### src/rtl/cpu_run_monitor.sv
// cpu_run_monitor: run controller and observer for a processor core.
// It sequences the core's active-low reset, counts RUN cycles, ends the run
// on a cycle budget or on a PC-stability halt, and snapshots NUM_REGS
// register channels when the run ends.
//
// Optional feature macro: CPU_RUN_MONITOR_HALT_DETECT_EN
//   defined   -> PC-stability halt detection is active
//   undefined -> runs end only on the cycle budget; `halted` stays 0, `pc` is unused
//
// Handshake: `start` is a level that is sampled only in IDLE and DONE; `done`
// is a registered level that stays high for as long as the block is in DONE.
`timescale 1ns/1ps

module cpu_run_monitor #(
    parameter int PC_WIDTH     = 32,
    parameter int CNT_WIDTH    = 32,
    parameter int MAX_CYCLES   = 2000,
    parameter int RESET_CYCLES = 2,
    parameter int HALT_STABLE  = 4,
    parameter int NUM_REGS     = 6,
    parameter int REG_WIDTH    = 32
) (
    input  logic                          clk,
    input  logic                          rst,
    input  logic                          start,
    input  logic [PC_WIDTH-1:0]           pc,
    input  logic [NUM_REGS*REG_WIDTH-1:0] regs_in,
    output logic                          cpu_rst,
    output logic [1:0]                    state,
    output logic [CNT_WIDTH-1:0]          cycles_consumed,
    output logic                          done,
    output logic                          timeout,
    output logic                          halted,
    output logic [NUM_REGS*REG_WIDTH-1:0] snap_regs
);

    typedef enum logic [1:0] {
        ST_IDLE  = 2'd0,
        ST_RESET = 2'd1,
        ST_RUN   = 2'd2,
        ST_DONE  = 2'd3
    } state_e;

    // The reset counter only has to hold RESET_CYCLES-1
    localparam int RCW = (RESET_CYCLES > 1) ? $clog2(RESET_CYCLES) : 1;
    localparam logic [RCW-1:0]       RST_LOAD = RCW'(RESET_CYCLES - 1);
    localparam logic [CNT_WIDTH-1:0] MAX_CNT  = CNT_WIDTH'(MAX_CYCLES);

    state_e                          state_q, state_d;
    logic [RCW-1:0]                  rst_cnt_q, rst_cnt_d;
    logic [CNT_WIDTH-1:0]            cycles_q, cycles_d;
    logic [CNT_WIDTH-1:0]            cycles_inc;
    logic                            cpu_rst_q, cpu_rst_d;
    logic                            done_q, done_d;
    logic                            timeout_q, timeout_d;
    logic                            halted_q, halted_d;
    logic [NUM_REGS*REG_WIDTH-1:0]   snap_q, snap_d;
    logic                            halt_hit;

    assign cycles_inc = cycles_q + CNT_WIDTH'(1);

`ifdef CPU_RUN_MONITOR_HALT_DETECT_EN
    localparam int SCW = $clog2(HALT_STABLE + 1);
    localparam logic [SCW-1:0] HALT_CNT = SCW'(HALT_STABLE);

    logic [PC_WIDTH-1:0] pc_prev_q, pc_prev_d;
    logic                pc_prev_vld_q, pc_prev_vld_d;
    logic [SCW-1:0]      stable_cnt_q, stable_cnt_d;

    // PC-stability tracking: only active in RUN, re-armed outside it so every
    // run starts with an invalid previous PC and a zero stability count
    always_comb begin
        pc_prev_d     = pc_prev_q;
        pc_prev_vld_d = 1'b0;
        stable_cnt_d  = '0;
        halt_hit      = 1'b0;
        if (state_q == ST_RUN) begin
            pc_prev_d     = pc;
            pc_prev_vld_d = 1'b1;
            if (pc_prev_vld_q && (pc == pc_prev_q)) begin
                stable_cnt_d = stable_cnt_q + SCW'(1);
            end
            halt_hit = (stable_cnt_d == HALT_CNT);
        end
    end

    // Halt-detection state registers
    always_ff @(posedge clk or negedge rst) begin
        if (!rst) begin
            pc_prev_q     <= '0;
            pc_prev_vld_q <= 1'b0;
            stable_cnt_q  <= '0;
        end else begin
            pc_prev_q     <= pc_prev_d;
            pc_prev_vld_q <= pc_prev_vld_d;
            stable_cnt_q  <= stable_cnt_d;
        end
    end
`else
    // Without halt detection the PC is not observed at all
    logic unused_pc;
    assign unused_pc = ^pc;
    assign halt_hit  = 1'b0;
`endif

    // Run sequencer: next state, counters, flags and snapshot
    always_comb begin
        state_d   = state_q;
        rst_cnt_d = rst_cnt_q;
        cycles_d  = cycles_q;
        cpu_rst_d = cpu_rst_q;
        done_d    = done_q;
        timeout_d = timeout_q;
        halted_d  = halted_q;
        snap_d    = snap_q;
        unique case (state_q)
            ST_IDLE: begin
                cpu_rst_d = 1'b0;
                if (start) begin
                    state_d   = ST_RESET;
                    rst_cnt_d = RST_LOAD;
                    cycles_d  = '0;
                end
            end
            ST_RESET: begin
                cpu_rst_d = 1'b0;
                if (rst_cnt_q == '0) begin
                    state_d   = ST_RUN;
                    cpu_rst_d = 1'b1;
                end else begin
                    rst_cnt_d = rst_cnt_q - RCW'(1);
                end
            end
            ST_RUN: begin
                cpu_rst_d = 1'b1;
                cycles_d  = cycles_inc;
                // Halt takes priority when both end conditions hit together
                if (halt_hit) begin
                    state_d  = ST_DONE;
                    done_d   = 1'b1;
                    halted_d = 1'b1;
                    snap_d   = regs_in;
                end else if (cycles_inc == MAX_CNT) begin
                    state_d   = ST_DONE;
                    done_d    = 1'b1;
                    timeout_d = 1'b1;
                    snap_d    = regs_in;
                end
            end
            ST_DONE: begin
                // Core keeps running out of reset; its cycles are not counted
                cpu_rst_d = 1'b1;
                if (start) begin
                    state_d   = ST_RESET;
                    rst_cnt_d = RST_LOAD;
                    cycles_d  = '0;
                    cpu_rst_d = 1'b0;
                    done_d    = 1'b0;
                    timeout_d = 1'b0;
                    halted_d  = 1'b0;
                end
            end
            default: state_d = ST_IDLE;
        endcase
    end

    // Sequencer state registers; reset drops the core reset asynchronously
    always_ff @(posedge clk or negedge rst) begin
        if (!rst) begin
            state_q   <= ST_IDLE;
            rst_cnt_q <= '0;
            cycles_q  <= '0;
            cpu_rst_q <= 1'b0;
            done_q    <= 1'b0;
            timeout_q <= 1'b0;
            halted_q  <= 1'b0;
            snap_q    <= '0;
        end else begin
            state_q   <= state_d;
            rst_cnt_q <= rst_cnt_d;
            cycles_q  <= cycles_d;
            cpu_rst_q <= cpu_rst_d;
            done_q    <= done_d;
            timeout_q <= timeout_d;
            halted_q  <= halted_d;
            snap_q    <= snap_d;
        end
    end

    assign state           = state_q;
    assign cpu_rst         = cpu_rst_q;
    assign cycles_consumed = cycles_q;
    assign done            = done_q;
    assign timeout         = timeout_q;
    assign halted          = halted_q;
    assign snap_regs       = snap_q;

endmodule

### config.mk
export PLATFORM = sky130hd
export DESIGN_NAME = cpu_run_monitor
export DESIGN_NICKNAME = d
export VERILOG_FILES = /design/src/rtl/cpu_run_monitor.sv
export SDC_FILE = /design/constraint.sdc
export NUM_CORES = 1
export LEC_CHECK = 0
export ABC_CLOCK_PERIOD_IN_PS = 7900
export BUFFER_PORTS_ARGS = -buffer_cell sky130_fd_sc_hd__buf_2
export CORE_AREA = 2 2 177 179
export DETAILED_ROUTE_END_ITERATION = 8
export DIE_AREA = 0 0 179 181
export HOLD_SLACK_MARGIN = 0.12
export PLACE_DENSITY = 0.66
export SLEW_MARGIN = 20
export SYNTH_ARGS = -nofsm -noshare
export SYNTH_HDL_FRONTEND = slang
export SYNTH_SLANG_ARGS = --single-unit
### constraint.sdc
create_clock -name clk -period 7.9 [get_ports clk]
set_input_delay 1.58 -clock clk [delete_from_list [all_inputs] [get_ports clk]]
set_output_delay 1.58 -clock clk [all_outputs]
set_load 0.02 [all_outputs]
# Word level (Yosys, flattened, before mapping)
# Index checks and enable logic that the tools add are counted.
[classes]
n_addsub = 2
mul = 0
div_mod_pow = 0
magnitude_cmp = 0
eq_ne = 8
shift = 0
muxes = 15
n_bitwise = 0
n_reduce_logical = 10
[op_table]
columns = ["operator", "n"]
rows = [
  ["$pmux W32 S2", 1],
  ["$add A32 B1 Y32 const B", 1],
  ["$eq A32 B11 Y1 const B", 1],
  ["$mux W32", 1],
  ["$mux W1", 6],
  ["$mux W2", 3],
  ["$ne A2 B2 Y1 const B", 3],
  ["$pmux W2 S3", 1],
  ["$reduce_and A2 Y1", 3],
  ["$reduce_and A3 Y1", 2],
  ["$reduce_bool A2 Y1", 3],
  ["$eq A2 B2 Y1 const B", 2],
  ["$pmux W1 S2", 2],
  ["$pmux W1 S4", 1],
  ["$eq A2 B1 Y1 const B", 1],
  ["$logic_not A2 Y1", 1],
  ["$ne A2 B1 Y1 const B", 1],
  ["$reduce_or A2 Y1", 1],
  ["$sub A1 B1 Y1 const B", 1],
]
[totals]
regBits = 229
latch_bits = 0
ramBits = 0
romBits = 0
output_inout_bits = 230
wordCells = 41
n_memories = 0

# Depth between registers and ports, before layout
# Gate-level depths: netlist of run 1.
[logic_depth]
depth_word = 4
mapped_depth = 11

# Worst setup path after synthesis of run 1
# No wires, ideal clock.
[synth_path]
path_kind = "register -> register"
from = "register cycles_q[0], in the netlist cycles_consumed[0]"
to = "register snap_q[100], in the netlist snap_regs[100]"
setup_time_ps = 127
arrival_ps = 3715
required_time_ps = 7773
path_slack_ps = 4057
stages_incl_launch_ff = 12
n_path_buf = 3
cell_sequence = "dfrtp_1 -> ha_1 -> nand4_1 -> or4_1 -> clkbuf_1 -> or4_1 -> xnor2_1 -> or3_1 -> nor4_4 -> buf_6 -> buf_6 -> mux2_1"
[synth_via]
elab_chain_cells = 3
[synth_rtl]
columns = ["element", "line", "source"]
rows = [
  ["start, declared", "51", "logic [CNT_WIDTH-1:0] cycles_q, cycles_d;"],
  ["start signal, assigned", "181", "cycles_q <= cycles_d;"],
  ["$add A32 B1 Y32", "60", "assign cycles_inc = cycles_q + CNT_WIDTH'(1);"],
  ["$eq A32 B11 Y1", "143", "end else if (cycles_inc == MAX_CNT) begin"],
  ["$reduce_and A2 Y1 (no line)", "-", ""],
  ["end signal, assigned", "186", "snap_q <= snap_d;"],
  ["end, declared", "57", "logic [NUM_REGS*REG_WIDTH-1:0] snap_q, snap_d;"],
]
# Every way passes these cells.
# A chain may end at the register's enable or synchronous reset.

# Final worst setup path of run 1
[layout_path]
from = "register cycles_q[0], in the netlist cycles_consumed[0]"
to = "register snap_q[170], in the netlist snap_regs[170]"
# The elaborated chain is that of the path after synthesis.

==> results of run 1 <==
## synth_stat cells, types with 2 or more instances
| cell | instances | share of area [%] |
|---|---|---|
| or4_1 | 4 | 0.30 |
| a31oi_1 | 4 | 0.25 |
| and2_1 | 5 | 0.32 |
| o31ai_1 | 13 | 0.98 |
| and3_1 | 4 | 0.25 |
| mux2_2 | 12 | 1.4 |
| o22ai_1 | 3 | 0.19 |
| xor2_1 | 2 | 0.18 |
| or3_1 | 7 | 0.44 |
| buf_6 | 20 | 2.3 |
| nor4_4 | 2 | 0.43 |
| nor2_1 | 24 | 0.91 |
| o211ai_1 | 3 | 0.23 |
| ha_1 | 6 | 0.76 |
| nand4_1 | 14 | 0.88 |
| nor4_2 | 2 | 0.25 |
| nand3_1 | 18 | 0.91 |
| a211oi_1 | 4 | 0.30 |
| dfrtp_1 | 229 | 58 |
| a21boi_0 | 3 | 0.23 |
| inv_1 | 6 | 0.23 |
| a21oi_1 | 18 | 0.91 |
| a21o_1 | 3 | 0.23 |
| nand2b_1 | 4 | 0.25 |
| a221oi_1 | 3 | 0.27 |
| mux2_1 | 180 | 20 |
| o21ai_0 | 42 | 2.1 |
| buf_2 | 4 | 0.20 |
| nor3_1 | 8 | 0.40 |
| and4_1 | 8 | 0.71 |
| nor4_1 | 6 | 0.38 |
| xnor2_1 | 4 | 0.35 |
| mux2i_1 | 2 | 0.20 |
| o41ai_1 | 4 | 0.35 |
| a22o_1 | 2 | 0.18 |
| nand2_1 | 26 | 0.98 |
| clkbuf_1 | 19 | 0.72 |
| buf_4 | 3 | 0.23 |
## worst max-delay path: cells and delay by family (launching register included)
family	cells	cell delay (ns)
adder cells (fa/ha/maj)	1	0.33
flip-flops	1	0.49
XOR/XNOR	1	0.17
multiplexers	1	0.39
buffers and inverters	1	0.59
AND/OR/NAND/NOR	5	2.36
## metal layers
layer | vias to the layer above | GRT usage [%] | share of wire [%] | routed length, um
li1 | 3532 | - | - | -
met1 | 3753 | 20.4 | 38 | 11100
met2 | 301 | 29.8 | 50 | 14500
met3 | 47 | 4.44 | 8.7 | 2520
met4 | 4 | 4.52 | 2.4 | 705
met5 | - | 0 | 0.080 | 23
## power by group through the flow
stage | sequential (mW) | combinational, mW | clock (mW)
after floorplan | 1.25 | 0.198 | 0
after global placement | 1.23 | 0.349 | 0
after detailed placement | 1.24 | 0.357 | 0
after CTS | 1.21 | 0.359 | 1.34
after global routing | 1.22 | 0.401 | 1.39
final | 1.22 | 0.357 | 1.30
## sequential cells by signal, summed over array words and instances, names as in the netlist
name	cells
timeout	1
rst_cnt_q	1
snap_regs	192
state	2
cpu_rst	1
cycles_consumed	32
## through the flow
step / hold WS (ns) / std cells / setup slack (ns) / cell area, um2
3_5_place_dp: 0.469 / 1518 / 3.37 / 12300
3_3_place_gp: 0.462 / 1518 / 3.42 / 12300
4_1_cts: 0.482 / 1565 / 3.36 / 13200
6_report: 0.478 / 1565 / 3.38 / 13200
5_1_grt: 0.487 / 1565 / 3.14 / 13200
2_1_floorplan: 0.525 / 739 / 4.06 / 9910
## cell families after synthesis
| kind of cell | Yosys count |
|---|---|
| multiplexers | 194 |
| adder cells (fa/ha/maj) | 6 |
| flip-flops | 229 |
| XOR/XNOR | 6 |
| other | 1 |
| AO/OA/AOI/OAI | 109 |
| AND/OR/NAND/NOR | 141 |
| buffers and inverters | 53 |
## final timing paths
| check | start | end |
|---|---|---|
| max | cycles_consumed[0] | snap_regs[170] |
| min | snap_regs[91] | snap_regs[91] |
| min reg2reg | snap_regs[91] | snap_regs[91] |
| min in group asynchronous | rst | snap_regs[152] |
| max in group asynchronous | rst | rst_cnt_q |
| max reg2reg | cycles_consumed[0] | snap_regs[170] |
## cell type report
cell class,count,area share (%)
tap,396,3.75
timing repair buffer,430,16.7
clock inverter,13,1.38
sequential,229,43.4
inverter,6,0.171
clock buffer,34,5.70
multi-input combinational,457,28.9
==> metrics.txt, run 1 <==
TritonCTS clock tree=done; critical path peak fanout=50; Row Count=between 60 and 70; dominant register cell in the synthesized netlist=dfrtp_1; EDFF count, synth=0; # setup viols final=0; antenna violations before repair=2; critical path type=reg2reg; number of global-route vias before repair=7576; final weighted congestion of routability-driven global placement=0.832; area occupied by registers=5730 um2; post-route clock period utilization=57.2%; adder-cell share of the synthesized area=0.758%; outcome=completed; final count of hold timing violations=0; clock root buffer=clkbuf_16; shortest clock period the worst path allows after layout=between 4 and 5 ns; wire length after detailed routing=28.8 mm; Clock power frac=45.2%; number of instances on the worst hold path=1; layout cells sized above 1=42.7%; final HPWL from detailed placement=approximately 21 mm; cell type with the highest occurrence count on the critical path=or4_1; worst setup skew after layout=0.00743 ns; post-synthesis mux area share=22.0%; maximum number of pins on one net before global-route repair=143; maximum clock frequency=about 0.22 GHz; vias post-DR=7637; power per standard cell area=217 nW/um2; Total Power Consumption=2.87 mW; ordered cell list for the critical path=ha_1 > nand4_1 > or4_1 > or4_1 > xnor2_1 > or3_1 > nor4_4 > buf_4 > mux2_1; main combinational cell family by area after synthesis=multiplexers; source-to-sink clock delay at the later pin of the worst-skew pair=0.52 ns; Register-to-Register Path Depth=9; share of total power consumed by net switching=26.2%; # DRC=0; area of the core=30300 um2; GRT Util Overall=17.0%; area of the die=around 32000 um2; number of routed nets with antenna violations=0; final core utilization=roughly 44%; commonest non-fill, non-tap cell in the layout=buf_2; CTS Sinks=between 200 and 250; number of primary I/O pins=about 460; count of fill cells added during filler insertion=~2900; slew at the pin closest to its max-slew limit=1.09 ns; library cell contributing the largest single delay on the critical path=or4_1; detailed router's first-iteration violation count=331; FF-to-FF setup slack=3.38 ns; sequential area share after synthesis=57.8%; launching element type of the critical path=flip-flop; Routed wire per std cell=18.4 um; area taken by multi-input logic gates=3820 um2; Yosys warning count=0; global-route wire length before repair=43.2 mm; Pre-Repair DR Iteration Count=4; Mean Syn Cell Area=13.4 um2; power spent charging and discharging nets=0.752 mW; CTS max path bufs=3; Flop pwr share=a little over two fifths; synthesized net count=972; overall die height=181 um; FF+latch count, synth=229; Net count, final=about 1400; power share of the combinational group=around an eighth; Max-Cap Viols=0; number of buffers inserted during clock tree synthesis=26; vias per cell=4.88; share of async-settable or async-resettable flops after synthesis=100%; share of the synthesized area in compound gates (AO/OA/AOI/OAI)=6.92%; Worst EP required=8.30 ns; Leak Pwr=between 7 and 8 nW; Die Wd=179 um; number of buffers inserted by post-CTS setup repair=0; clock-pin transition on the worst setup and hold timing paths=0.06 ns; worst vdd ir=around 0.00014 V; setup repair after global routing missed its margin=false; Max Transition Viols Final=0; P_int=2.12 mW; Cell Area, Synth=9910 um2; fraction of the mapped netlist area in simple logic gates=8.22%; Initial Utilization=32.7%; headroom to the max-slew limit=27.0%; count of distinct cell types in the synthesized netlist=56; Post-CTS Hold Fix Bufs=0; area share of xor/xnor cells in the synthesized design=0.530%; total number of H-tree levels=1; Arrival @ worst endpoint=4.92 ns; cell count after synthesis=739; global route total overflow=0; kind of end point of the critical path=flip-flop; quantity of I/O buffers inserted on ports=423; path type of the worst min-delay path=reg2reg; delay contributed by the slowest stage of the critical path=0.74 ns; number of antenna cells inserted=0; top library cells by usage in the layout, fill and taps aside=buf_2 (422), dfrtp_1 (229), mux2_1 (180); area overhead of the layout relative to synthesis=33.2%; setup TNS after final layout=0 ns; PostCTS Resize Cnt=0
No activity file was read; power rests on OpenSTA's default activity.
==> inputs of run 2 (changes only) <==
- ABC_AREA: default -> 1
- ABC_CLOCK_PERIOD_IN_PS: 7900 -> 4600
- CORE_AREA: 2 2 177 179 -> 2 2 179 181
- DIE_AREA: 0 0 179 181 -> 0 0 181 183
- PLACE_DENSITY: 0.66 -> 0.67
- clock period: 7.9 -> 4.6 ns (I/O delays scaled with it)
==> run 2 against run 1 <==
Critical path depth increased by 6. Non-clock buffer count increased by 1. Area after synthesis increased by 5.2%. Via count increased by 18%. First-iteration DRC count increased by 11%. Critical endpoint is now snap_regs[130]. Largest cell class unchanged. Worst setup slack got worse by 1.9 ns. Design area increased by 2.3%. Sequential cell count unchanged. Register-to-register slack got worse by 1.9 ns. Routed wire length decreased by 0.86%. Critical path type unchanged. Clock-buffer cell count increased by 8.
==> metrics.txt, run 2 <==
outcome=completed; layout cells sized above 1=31.9%; number of placed instances with taps included=roughly 2000; Worst EP required=5.06 ns; synthesized net count=1456; Largest register FFs=192; area taken by multi-input logic gates=around 3300 um2; Post-Layout Cell Count=approximately 2100; global routing usage on met2=27.9%; Place WS=~1.5 ns; number of buffers inserted during clock tree synthesis=26; count of distinct cell types in the synthesized netlist=28; Max Transition Viols Final=0; # setup viols final=0; count of fill cells added during filler insertion=3165; source-to-sink clock delay at the later pin of the worst-skew pair=0.54 ns; number of instances on the worst hold path=2; EDFF count, synth=0; Cell Area, Synth=10400 um2; met1 usage=a little over a fifth; area of the core=31200 um2; clock-pin transition on the worst setup and hold timing paths=0.06 ns; quantity of I/O buffers inserted on ports=423; CTS Sinks=approximately 230; TritonCTS clock tree=done; PostCTS Resize Cnt=0; Die Wd=181 um; critical path type=reg2reg; final core utilization=between 40 and 50%; global-route wire length before repair=between 40 and 50 mm; number of global-route vias before repair=8781; path type of the worst min-delay path=reg2reg; vias per cell=4.38; library cell contributing the largest single delay on the critical path=buf_4; detailed router's first-iteration violation count=366; setup TNS after final layout=0 ns; busiest grt layer=met2; commonest non-fill, non-tap cell in the layout=buf_2; vias post-DR=9000; number of routed nets with antenna violations=0; cell count after synthesis=approximately 1200; maximum number of pins on one net before global-route repair=133; antenna violations before repair=1; launching element type of the critical path=flip-flop; CTS max path bufs=3; Arrival @ worst endpoint=3.59 ns; biggest area contributors in the synthesized netlist=dfrtp_1 (55%), nand2_1 (13%), inv_1 (8.6%); dominant cell by count in the synthesized netlist=nand2_1; wire length after detailed routing=28.6 mm; cell type with the highest occurrence count on the critical path=nand2_1; clock root buffer=clkbuf_16; worst setup skew after layout=0.0217 ns; Net count, final=1866; Row Count=65; Mean Syn Cell Area=8.52 um2; overall die height=183 um; delay contributed by the slowest stage of the critical path=0.49 ns; Max-Cap Viols=0; top library cells by usage in the layout, fill and taps aside=buf_2 (422), nand2_1 (358), inv_1 (240); share of async-settable or async-resettable flops after synthesis=100%; maximum clock frequency=0.319 GHz; Pre-Repair DR Iteration Count=5; kind of end point of the critical path=flip-flop; Initial Utilization=33.4%; number of primary I/O pins=457; Commonest cells post-synth=nand2_1 (358), inv_1 (240), dfrtp_1 (229); area of the die=33100 um2; shortest clock period the worst path allows after layout=3.13 ns; total number of H-tree levels=1; area overhead of the layout relative to synthesis=29.6%; met3 layer usage reported by global route=roughly 4%; area occupied by registers=5730 um2; final HPWL from detailed placement=20.9 mm; ordered cell list for the critical path=ha_1 > nand2_1 > nor2_1 > nand2_1 > nor2_2 > nand3_1 > nand2_1 > nor2_1 > nand2_1 > nor2_2 > nand4_4 > buf_4 > buf_4 > nand2_1 > o21ai_1; headroom to the max-slew limit=33.1%; top cell type's share of synthesized area=55.0%; Leak Pwr=7.35 nW; critical path peak fanout=between 50 and 60; # DRC=0; power per standard cell area=344 nW/um2; setup repair after global routing missed its margin=false; worst vdd ir=0.000273 V; number of buffers inserted by post-CTS setup repair=0; FF+latch count, synth=229; post-route clock period utilization=68.1%; largest area contributor in the netlist=dfrtp_1; GRT Util Overall=16.9%; dominant register cell in the synthesized netlist=dfrtp_1; Routed wire per std cell=13.9 um; final setup slack of the worst path=roughly 1.5 ns; Yosys warning count=0; Post-CTS Hold Fix Bufs=0; final weighted congestion of routability-driven global placement=0.866; sequential area share after synthesis=a little over half; global route total overflow=0; final count of hold timing violations=0; slew at the pin closest to its max-slew limit=roughly 1.0 ns; Register-to-Register Path Depth=15
==> run 2: routing by layer <==
layer | vias to the layer above | share of wire (%)
met4 | 0 | 3.0
met3 | 58 | 7.8
li1 | 4554 | -
met1 | 4053 | 43
met5 | - | 0
met2 | 335 | 47
==> run 2: worst max-delay path, delay by kind of cell, from the launching register on <==
| family | cells | cell delay (ns) |
|---|---|---|
| flip-flops | 1 | 0.43 |
| AND/OR/NAND/NOR | 11 | 1.31 |
| adder cells (fa/ha/maj) | 1 | 0.24 |
| AO/OA/AOI/OAI | 1 | 0.11 |
| buffers and inverters | 2 | 0.95 |
==> run 2: cells by family (layout without fill, tap and decap cells) <==
| family | after synthesis | after routing | synth area share [%] |
|---|---|---|---|
| other | 1 | 2 | 0.0360 |
| flip-flops | 229 | 229 | 55.0 |
| adder cells (fa/ha/maj) | 6 | 6 | 0.720 |
| buffers and inverters | 291 | 721 | 13.5 |
| AO/OA/AOI/OAI | 235 | 235 | 12.8 |
| XOR/XNOR | 1 | 1 | 0.0841 |
| AND/OR/NAND/NOR | 460 | 460 | 17.9 |
==> run 2: report_power, final <==
group,internal (mW),switching (mW),total (mW)
registers,2.05,0.0340,2.08
logic,0.160,0.353,0.513
clock network,1.22,0.840,2.06
total,3.43,1.23,4.65
==> run 2: path summary, 6_finish.rpt <==
path / startpoint / to / slack [ns]
min in group asynchronous: rst / snap_regs[80] / 0.48
worst max-delay path: cycles_consumed[1] / snap_regs[130] / 1.47
worst max register to register: cycles_consumed[1] / snap_regs[130] / 1.47
worst min register to register: snap_regs[64] / snap_regs[64] / 0.47
max in group asynchronous: rst / cycles_consumed[5] / 3.09
worst min-delay path: snap_regs[64] / snap_regs[64] / 0.47
==> run 2: metrics by stage <==
| stage | area (um2) | hold slack (ns) | power, mW |
|---|---|---|---|
| 3_5_place_dp | 12600 | 0.463 | 2.64 |
| 6_report | 13500 | 0.474 | 4.65 |
| 5_1_grt | 13500 | 0.497 | 4.89 |
| 2_1_floorplan | 10400 | 0.508 | 2.41 |
| 3_3_place_gp | 12600 | 0.460 | 2.63 |
| 4_1_cts | 13500 | 0.479 | 4.73 |
==> run 2: final cells by class <==
| class | instances | area share [%] |
|---|---|---|
| inverters | 242 | 6.72 |
| diodes | 1 | 0.0185 |
| multi-input cells | 703 | 24.3 |
| well taps | 402 | 3.72 |
| repair buffers | 431 | 16.5 |
| flip-flops and latches | 229 | 42.4 |
| clock buffers | 42 | 5.78 |
| clock inverters | 6 | 0.556 |
